[src/rtl/bit_serial_adder_pkg.sv]
`default_nettype none
// ============================================================================
// Module   : bit_serial_adder_pkg
// Purpose  : Shared definitions for the bit-serial adder: FSM state encoding
//            and the default operand width.
// Ports    : none (package)
// Config   : BIT_SERIAL_ADDER_SUB_EN (used by bit_serial_adder, not here)
// Revision : 1.0 - initial release
// ============================================================================
package bit_serial_adder_pkg;

   localparam int c_DEFAULT_WIDTH = 8;

   typedef enum logic [1:0] {
      IDLE = 2'd0,
      ADD  = 2'd1,
      DONE = 2'd2
   } state_t;

endpackage : bit_serial_adder_pkg
`default_nettype wire

[src/rtl/half_adder.sv]
`default_nettype none
// ============================================================================
// Module   : half_adder
// Purpose  : Single-bit combinational half adder.
// Ports    : a, b   - input bits
//            sum    - a XOR b
//            carry  - a AND b
// Config   : none
// Revision : 1.0 - initial release
// ============================================================================
module half_adder (
   input  logic a,
   input  logic b,
   output logic sum,
   output logic carry
);

   assign sum   = a ^ b;
   assign carry = a & b;

endmodule : half_adder
`default_nettype wire

[src/rtl/bit_serial_adder.sv]
`default_nettype none
// ============================================================================
// Module   : bit_serial_adder
// Purpose  : Bit-serial WIDTH-bit adder. Resolves one bit pair per clock,
//            LSB first, using a full-adder slice built from two half_adder
//            instances and a carry OR. start/done handshake.
// Ports    : clk    - rising-edge clock
//            rst    - synchronous active-high reset
//            start  - request pulse, accepted only while busy=0
//            A, B   - operands, sampled on the accepting edge
//            op_sub - (BIT_SERIAL_ADDER_SUB_EN only) 1 selects A-B
//            busy   - high while bits are being processed
//            done   - one-cycle pulse when sum/carry become valid
//            sum    - result word, held until next result is published
//            carry  - carry-out of the MSB (for subtract: 1 = no borrow)
// Config   : BIT_SERIAL_ADDER_SUB_EN - adds op_sub port and subtraction
// Revision : 1.0 - initial release
// ============================================================================
module bit_serial_adder
   import bit_serial_adder_pkg::*;
#(
   parameter int WIDTH = c_DEFAULT_WIDTH
) (
   input  logic             clk,
   input  logic             rst,
   input  logic             start,
   input  logic [WIDTH-1:0] A,
   input  logic [WIDTH-1:0] B,
`ifdef BIT_SERIAL_ADDER_SUB_EN
   input  logic             op_sub,
`endif
   output logic             busy,
   output logic             done,
   output logic [WIDTH-1:0] sum,
   output logic             carry
);

   localparam int c_CNT_W = $clog2(WIDTH) + 1;
   localparam logic [c_CNT_W-1:0] c_TERM = c_CNT_W'(WIDTH - 1);

   state_t             r_state;
   logic [WIDTH-1:0]   r_a;
   logic [WIDTH-1:0]   r_b;
   logic [WIDTH-1:0]   r_res;
   logic [c_CNT_W-1:0] r_cnt;
   logic               r_c;

   logic w_s1, w_c1, w_s2, w_c2, w_cout;
   logic [WIDTH-1:0] w_b_load;
   logic             w_c_init;
   logic [WIDTH-1:0] w_res_next;

   // Subtraction is A + ~B + 1: invert B at load and seed the carry.
`ifdef BIT_SERIAL_ADDER_SUB_EN
   assign w_b_load = op_sub ? ~B : B;
   assign w_c_init = op_sub;
`else
   assign w_b_load = B;
   assign w_c_init = 1'b0;
`endif

   // Full-adder slice on bit 0 of the operand shift registers.
   half_adder u_ha1 (.a(r_a[0]), .b(r_b[0]), .sum(w_s1), .carry(w_c1));
   half_adder u_ha2 (.a(w_s1),   .b(r_c),    .sum(w_s2), .carry(w_c2));
   assign w_cout = w_c1 | w_c2;

   // Slice sum enters at the MSB, so after WIDTH shifts bit 0 is the LSB.
   assign w_res_next = {w_s2, r_res[WIDTH-1:1]};

   always_ff @(posedge clk) begin
      if (rst) begin
         r_state <= IDLE;
         r_a     <= '0;
         r_b     <= '0;
         r_res   <= '0;
         r_cnt   <= '0;
         r_c     <= 1'b0;
         busy    <= 1'b0;
         done    <= 1'b0;
         sum     <= '0;
         carry   <= 1'b0;
      end else begin
         case (r_state)
            IDLE, DONE: begin
               // DONE behaves like IDLE for start so adds can run back to back.
               done <= 1'b0;
               if (start) begin
                  r_a     <= A;
                  r_b     <= w_b_load;
                  r_c     <= w_c_init;
                  r_cnt   <= '0;
                  r_res   <= '0;
                  busy    <= 1'b1;
                  r_state <= ADD;
               end else begin
                  busy    <= 1'b0;
                  r_state <= IDLE;
               end
            end
            ADD: begin
               r_a   <= r_a >> 1;
               r_b   <= r_b >> 1;
               r_c   <= w_cout;
               r_res <= w_res_next;
               r_cnt <= r_cnt + c_CNT_W'(1);
               if (r_cnt == c_TERM) begin
                  // Publish directly from the slice so sum never shows
                  // partial shift contents.
                  sum     <= w_res_next;
                  carry   <= w_cout;
                  done    <= 1'b1;
                  busy    <= 1'b0;
                  r_state <= DONE;
               end
            end
            default: begin
               busy    <= 1'b0;
               done    <= 1'b0;
               r_state <= IDLE;
            end
         endcase
      end
   end

endmodule : bit_serial_adder
`default_nettype wire
[config.mk]
export PLATFORM = sky130hd
export DESIGN_NAME = bit_serial_adder
export DESIGN_NICKNAME = d
export VERILOG_FILES = /design/src/rtl/bit_serial_adder_pkg.sv /design/src/rtl/half_adder.sv /design/src/rtl/bit_serial_adder.sv
export SDC_FILE = /design/constraint.sdc
export NUM_CORES = 1
export LEC_CHECK = 0
export ABC_AREA = 1
export CORE_MARGIN = 5
export CORE_UTILIZATION = 30
export CTS_CLUSTER_DIAMETER = 30
export DETAILED_ROUTE_END_ITERATION = 6
export SLEW_MARGIN = 0
export SYNTH_ARGS = -nofsm -noshare
export SYNTH_HDL_FRONTEND = slang
export SYNTH_SLANG_ARGS = --single-unit
[constraint.sdc]
create_clock -name clk -period 1.5 [get_ports clk]
set_clock_uncertainty 0.15 [all_clocks]
set_input_delay 0.3 -clock clk [delete_from_list [all_inputs] [get_ports clk]]
set_output_delay 0.3 -clock clk [all_outputs]
set_load 0.03 [all_outputs]
== Word-level counts from Yosys, hierarchy flattened ==
Cells that the tools add are included.
W data, S select, Z words.

* Bits in registers: 42
* Word-level logic and storage cells: 44
* Bits of input ports: 19

* Eq/ne operators: 5
* Mux-type cells: 16
* Reductions and logical operators: 6
* Add/subtract/negate cells: 1
* Bitwise logic cells: 6

{| class="wikitable"
|+ Operators with widths
! cell !! count
|-
| $pmux W8 S2 || 3
|-
| $mux W8 || 3
|-
| $pmux W4 S2 || 1
|-
| $add A4 B1 Y4 const B || 1
|-
| $eq A4 B3 Y1 const B || 1
|-
| $mux W1 || 4
|-
| $mux W4 || 1
|-
| $ne A2 B2 Y1 const B || 2
|-
| $pmux W1 S2 || 2
|-
| $pmux W2 S2 || 1
|-
| $reduce_and A2 Y1 || 2
|-
| $reduce_or A2 Y1 || 2
|-
| $and A1 B1 Y1 || 2
|-
| $eq A2 B1 Y1 const B || 1
|-
| $eq A2 B2 Y1 const B || 1
|-
| $logic_not A2 Y1 || 1
|-
| $mux W2 || 1
|-
| $reduce_bool A2 Y1 || 1
|-
| $xor A1 B1 Y1 || 2
|-
| $not A1 Y1 || 1
|-
| $or A1 B1 Y1 || 1
|}

== Logic depth before layout (Yosys ltp) ==
Gate-level depths: netlist of run 1.

* Depth in word-level cells: 4
* Depth in mapped cells: 7
* Mapped depth without buffers: 6

== Cells and area by module ==
From an unflattened synthesis of run 1, not the netlist that was laid out.

* Cell total of the unflattened synthesis: 234
* Area, all modules: 1745.4 um^2

{| class="wikitable"
|+ By module, submodules not included
! module !! area each (um^2) !! times used !! cells an instance
|-
| bit_serial_adder || 1720.4 || 1 || 232
|-
| half_adder || 12.5 || 2 || 1
|}

== Worst setup path before layout of run 1 ==
OpenSTA, ideal clock, no wires.

* Path type: reg-to-reg
* Start point: register r_state[0]
* End point: register sum[1]
* Data arrival time: 1.192 ns
* Required time: 1.237 ns
* Stages on the path, launching flop included: 7
* Period minus slack after synthesis: 1.455 ns
* Setup time: 0.113 ns
* Setup slack: 0.045 ns
* Path through: dfxtp_1 -> inv_2 -> nor2_4 -> buf_6 -> nand2_2 -> nand3_1 -> nand2_1

* Longest elaborated chain between the ends: 2

{| class="wikitable"
|+ RTL lines
! item !! line !! RTL
|-
| from (decl) || bit_serial_adder.sv:41 || <nowiki>state_t r_state;</nowiki>
|-
| from (signal assigned) || bit_serial_adder.sv:72 || <nowiki>r_state <= IDLE;</nowiki>
|-
| from (signal assigned) || bit_serial_adder.sv:94 || <nowiki>r_state <= ADD;</nowiki>
|-
| from (signal assigned) || bit_serial_adder.sv:97 || <nowiki>r_state <= IDLE;</nowiki>
|-
| $eq A2 B1 Y1 || bit_serial_adder.sv:83 || <nowiki>case (r_state)</nowiki>
|-
| $reduce_and A2 Y1 (no line) || -- ||
|-
| to (signal assigned) || bit_serial_adder.sv:109 || <nowiki>sum <= w_res_next;</nowiki>
|-
| to (decl) || bit_serial_adder.sv:34 || <nowiki>output logic [WIDTH-1:0] sum,</nowiki>
|}

No other way between the ends.
A chain may end at the register's enable or synchronous reset.

== Worst setup path after layout of run 1 ==
* Start point: register sum[1]
* End point: output port sum[1]

No word-level cell between the ends.

==> results.yml, run 1 <==
run_status:
  outcome: "finished, final reports clean"
power:
  p_leak_nw: 0.9944
  p_switching_uw: 620.4
  p_per_area_mw_per_mm2: 965.7
  p_sw_share_pct: 27.38
  seqPwrFrac_pct: 50.3
  ir_worst_vdd_uv: 530.1
  combPwrFrac_pct: 16.5
  p_int_mw: 1.645
  total_power_mw: 2.266
  p_clk_share_pct: 33.2
clocking:
  cts_sinks: 40
  root_buffer: "clkbuf_8"
  cts_max_path_buffers: 2
  cts_tree: "done"
  cts.reportedPaths.clkPinSlew_ps: 80
  htree_levels: 2
  ctsHoldBuffers: 0
  cts-buffers-inserted: 5
  clkLatencyLatePin_ps: 290
logic_synthesis:
  synthTopCellsByArea: "dfxtp_1, nand2_1, nand3_1, nor2_1, inv_1"
  synth_cell_types: 23
  synth_ff_type: "dfxtp_1"
  yosys.area.top_type: "dfxtp_1"
  syn-cell-area_sq_mm: 0.001810
  yosysWarnings: 0
  synth_top_area_share_pct: 44.23
  yosysSeqAreaShare_pct: 44.23
  synth_fp_nets: 256
  avgSynthCellArea_sq_um: 7.704
  async_flop_share_pct: 0
  synthTopCellsByCount: "nand2_1, dfxtp_1, nand3_1, nor2_1, inv_1"
  yosysMostFrequentCell: "nand2_1"
  synth_edf_count: 0
  ys_ff_latch: 40
  netlist_instances: 235
layout:
  n_antenna_cell: 0
  finalNonFillerCells: 358
  num-nets-final: 303
  final_layout_size_suffix_gt1_share_pct: 20.85
  regArea_sq_um: 803.3
  num-fill-cells: 628
  multi_input_area_sq_um: 853.3
  area_growth_pct: 29.58
placement:
  dp_cells: 350
  pre_cts_slack_ps: -165.4
  port_buffers: 29
  globalplace.congestion: 0.8113
  place_hpwl_um: 3055
hold_path:
  holdPathStages: 2
  hp-start: "r_res[1]"
  holdPathEnd: "r_res[1]"
  hold_path_class: "reg -> reg"
drt:
  via_per_inst: 4.416
  drtIter0Drc: 74
  ant_nets: 0
  num_vias: 1581
  wl_per_cell_um: 11.59
  finalWirelength_um: 4151
  post-route-drc-count: 0
  first_pass_iters: 4
setup_path:
  start_kind: "flip-flop"
  ff2ff_path_depth: 7
  crit_cells: 1
  cpPeakStageDelay_ps: 370
  worstSetupStartpoint: "sum[1]"
  cp_slowest_cell: "clkdlybuf4s15_1"
  cp.arrival_ps: 990
  cp_max_fo: 2
  r2r_setup_slack_ps: 160
  worst-endpoint-required_ps: 1050
  r2r-start: "r_cnt[1]"
  worstPathCellList: "clkdlybuf4s15_1"
  crit_type: "reg -> out"
  r2r_end: "sum[1]"
  cp_top_family: "buffers and inverters"
  endpoint_kind: "primary output"
  path_buf_inv: 1
floorplan:
  start_util_pct: 30.76
  coreArea_sq_mm: 0.005886
  die-area_sq_mm: 0.007689
  fp.dieW_um: 87.69
  io_pins: 30
  rows: 28
  dieHeight_um: 87.69
sta:
  max_slew.worst_pin.slew_ps: 295.6
  clock.fmax_mhz: 692.2
  period_share_pct: 96.31
  finalCriticalPeriod_ps: 1445
  maxSlewViolCount: 0
  slew_headroom_pct: 80.23
  rsz0062_at_grt: "false"
  setup_viol: 0
  hold_viol: 0
  finalSetupTns_ps: 0
  finalWorstSetupSlack_ps: 55.33
global_routing:
  grt_pass1_vias: 1586
  overflow: 0
  grt_pass1_wl_um: 7251
  gr-usage-all-layers_pct: 11.96
  grt_max_degree: 18
  antenna_found_initial: 0
flow_run:
  max_cap_viol_count: 0
layer usage:
metal  track usage [%]  wire length [um]  vias up
met1             16.31              2120      694
met2             17.88              1792       25
met4             5.021                74        0
met3             3.104               163       10
li1                  -                 -      852
met5                 0                 0        -
placed cells by master, fill, tap and decap left out, drive strengths merged, types with 4 or more instances in the layout:
cell | Yosys | final
nand2 | 76 | 76
nand3 | 39 | 39
o22ai | 7 | 7
inv | 20 | 20
buf | 8 | 29
dfxtp | 40 | 40
nor2 | 27 | 27
clkdlybuf4s50 | 0 | 18
a21oi | 10 | 10
clkbuf | 0 | 6
o21ai | 4 | 4
timing repair:
item / CTS / global route
endpoints found under the setup margin: 1 / 5
endpoints found under the hold margin: 0 / 0
buffers inserted: 0 / 0
cloned: 0 / 0
gates resized for setup: 1 / 3
worst max path at each step:
stage | to | slack, ps
final | sum[1] | 60
after global routing | r_cnt[3] | 7
after CTS | sum[1] | 20
after detailed placement | r_a[0] | -170
after global placement | r_a[0] | -170
after floorplan | sum[1] | 40
power groups by stage:
stage / registers, mW / logic, mW / clock network (mW)
finish: 1.14 / 0.373 / 0.753
global route: 1.14 / 0.415 / 0.843
CTS: 1.14 / 0.376 / 0.783
detailed placement: 1.16 / 0.374 / 0
global placement: 1.16 / 0.372 / 0
floorplan: 1.16 / 0.232 / 0
stage by stage:
step	util, %	area (sq um)	hold WS [ps]
after global placement	38.16	2246	288.4
after floorplan	-	1810	268.8
after detailed placement	38.16	2246	288.8
after CTS	39.80	2342	302.5
after global routing	39.86	2346	339.4
final	39.86	2346	301.2
area by class of cell:
type                            count  share of cell area (%)
Timing Repair Buffer               48                   17.92
Sequential cell                    40                   34.24
Clock buffer                        6                   3.520
Tap cell                           75                   4.000
Clock inverter                      2                  0.6400
Multi-Input combinational cell    167                   36.37
Inverter                           20                   3.307
state kept, by name, indices dropped and copies added, names as in the netlist:
register,flops
r_a,8
r_b,8
sum,8
r_res,7
r_cnt,4
r_state,2
carry,1
done,1
r_c,1
logic make-up after synthesis:
logic type	after synthesis	share of synthesized area (%)
compound gates	21	6.288
fa+ha+maj	2	1.797
buf+inv	28	8.639
flops	40	44.23
simple gates	144	39.05
No activity file was read; power rests on OpenSTA's default activity.
==> inputs of run 2 (changes only) <==
--- a/config.mk
+++ b/config.mk
@@ -7,7 +7,8 @@
 export LEC_CHECK = 0
 export ABC_AREA = 1
 export CORE_MARGIN = 5
-export CORE_UTILIZATION = 30
+export CORE_UTILIZATION = 40
+export CTS_BUF_LIST = sky130_fd_sc_hd__clkbuf_16
 export CTS_CLUSTER_DIAMETER = 30
 export DETAILED_ROUTE_END_ITERATION = 6
 export SLEW_MARGIN = 0
==> run 2 against run 1 <==
Routed wire length is 1.7% lower. Cell area is 2.2% higher. Register-to-register slack better by 30 ps. Critical endpoint is now sum[7]. Largest power group is now the clock network.
==> results.yml, run 2 (same netlist as run 1, synthesis figures left out) <==
setup_path:
  cpPeakStageDelay_ps: 400
  cp_slowest_cell: "dlygate4sd2_1"
  worstPathCellList: "dlygate4sd2_1"
  crit_type: "reg -> out"
  worst-endpoint-required_ps: 1050
  endpoint_kind: "primary output"
  r2r_setup_slack_ps: 190
  cp_top_family: "buffers and inverters"
  worstSetupStartpoint: "sum[7]"
  start_kind: "flip-flop"
  path_buf_inv: 1
  ff2ff_path_depth: 5
  cp_max_fo: 2
  r2r_end: "sum[4]"
  r2r-start: "r_cnt[1]"
  cp.arrival_ps: 1000
sta:
  clock.fmax_mhz: 688.7
  max_slew.worst_pin.slew_ps: 302.1
  finalSetupTns_ps: 0
  maxSlewViolCount: 0
  slew_headroom_pct: 79.94
  rsz0062_at_grt: "false"
  hold-worst-slack_ps: 296.1
  setup_viol: 0
  hold_viol: 0
  period_share_pct: 96.80
  finalCriticalPeriod_ps: 1452
layout:
  finalNonFillerCells: 332
  n_antenna_cell: 0
  top_regs: "r_a x8, r_b x8, sum x8"
  num-fill-cells: 431
  area_growth_pct: 32.48
  final_cell_mix: "nand2_1, dfxtp_1, nand3_1, nor2_1"
  final_layout_size_suffix_gt1_share_pct: 17.14
  final_common_cell: "nand2_1"
  num-nets-final: 300
drt:
  ant_nets: 0
  post-route-drc-count: 0
  wl_per_cell_um: 12.29
  drtIter0Drc: 90
  first_pass_iters: 4
  num_vias: 1573
  finalWirelength_um: 4080
  via_per_inst: 4.738
hold_path:
  hp-start: "r_res[1]"
  holdPathEnd: "r_res[1]"
  hold_path_class: "reg -> reg"
  holdPathStages: 2
floorplan:
  coreArea_sq_mm: 0.004384
  start_util_pct: 41.30
  io_pins: 30
  fp.dieW_um: 77.28
  dieHeight_um: 77.28
  rows: 24
  die-area_sq_mm: 0.005971
placement:
  place_hpwl_um: 2981
  port_buffers: 29
  globalplace.congestion: 0.8147
  dp_cells: 324
global_routing:
  gr-usage-all-layers_pct: 15.22
  grt_max_degree: 18
  grt_pass1_vias: 1590
  overflow: 0
  antenna_found_initial: 0
  grt_pass1_wl_um: 7307
flow_run:
  max_cap_viol_count: 0
clocking:
  root_buffer: "clkbuf_16"
  cts_max_path_buffers: 2
  post_cts_buffers: 0
  cts_sinks: 40
  cts.reportedPaths.clkPinSlew_ps: 60
  cts-buffers-inserted: 5
  htree_levels: 2
  cts_tree: "done"
  clkLatencyLatePin_ps: 280
power:
  p_leak_nw: 1.041
  total_power_mw: 2.700
  p_per_area_mw_per_mm2: 1126
  ir_worst_vdd_uv: 588.6
run_status:
  outcome: "finished, final reports clean"
## run 2: tightest hold or removal path: cells and delay by family (launching register included)
kind             cells  cell delay (ps)
DFF                  1              310
and+or+nand+nor      2              100
## run 2: report_power, final
part | total, mW | internal (mW) | switching [mW]
clock | 1.19 | 0.775 | 0.411
combinational | 0.373 | 0.166 | 0.207
sequential | 1.14 | 1.11 | 0.0325
## run 2: final cells by class
cell class | count | area, sq um | area share [%]
multi-input cells | 167 | 853.3 | 35.58
flip-flops and latches | 40 | 802.0 | 33.44
repair buffers | 45 | 436.7 | 18.21
clock buffers | 5 | 125.1 | 5.216
inverters | 20 | 77.57 | 3.234
well taps | 52 | 65.06 | 2.713
clock inverters | 3 | 38.79 | 1.617
## run 2: how the worst max path moves through the flow
| stage | endpoint | slack [ps] | depth (start not counted) |
|---|---|---|---|
| 6_report | sum[7] | 50 | 1 |
| 5_1_grt | sum[7] | 0.2 | 1 |
| 3_3_place_gp | r_cnt[3] | -80 | 7 |
| 4_1_cts | sum[1] | 30 | 1 |
| 2_1_floorplan | sum[1] | 40 | 6 |
| 3_5_place_dp | r_cnt[3] | -100 | 7 |
## run 2: repair_timing
item / CTS / global route
endpoints found under the setup margin: 7 / 8
hold buffers: 0 / 0
resized for setup: 7 / 5
## run 2: per-stage QoR
| stage | setup slack [ps] | util, % | cell area [sq um] |
|---|---|---|---|
| 2_1_floorplan | 44.97 | - | 1810 |
| 3_3_place_gp | -79.92 | 50.97 | 2235 |
| 3_5_place_dp | -95.65 | 50.97 | 2235 |
| 4_1_cts | 32.22 | 54.51 | 2390 |
| 5_1_grt | 0.2492 | 54.71 | 2399 |
| 6_report | 48.06 | 54.71 | 2399 |
## run 2: per-layer routing
layer  global-route usage, %  share of wire, %  vias to the layer above
met1                   20.20                48                      696
met2                   23.23                46                       22
met4                   6.186               1.8                        0
li1                        -                 -                      847
met3                   4.098               3.9                        8
met5                       0                 0                        -
==> inputs of run 3 (changes only) <==
--- a/config.mk
+++ b/config.mk
@@ -11,7 +11,7 @@
 export CTS_BUF_LIST = sky130_fd_sc_hd__clkbuf_16
 export CTS_CLUSTER_DIAMETER = 30
 export DETAILED_ROUTE_END_ITERATION = 6
-export SLEW_MARGIN = 0
+export SLEW_MARGIN = 20
 export SYNTH_ARGS = -nofsm -noshare
 export SYNTH_HDL_FRONTEND = slang
 export SYNTH_SLANG_ARGS = --single-unit
==> results of run 3 <==
The final DEF is identical to that of run 2; final timing and power are the same.
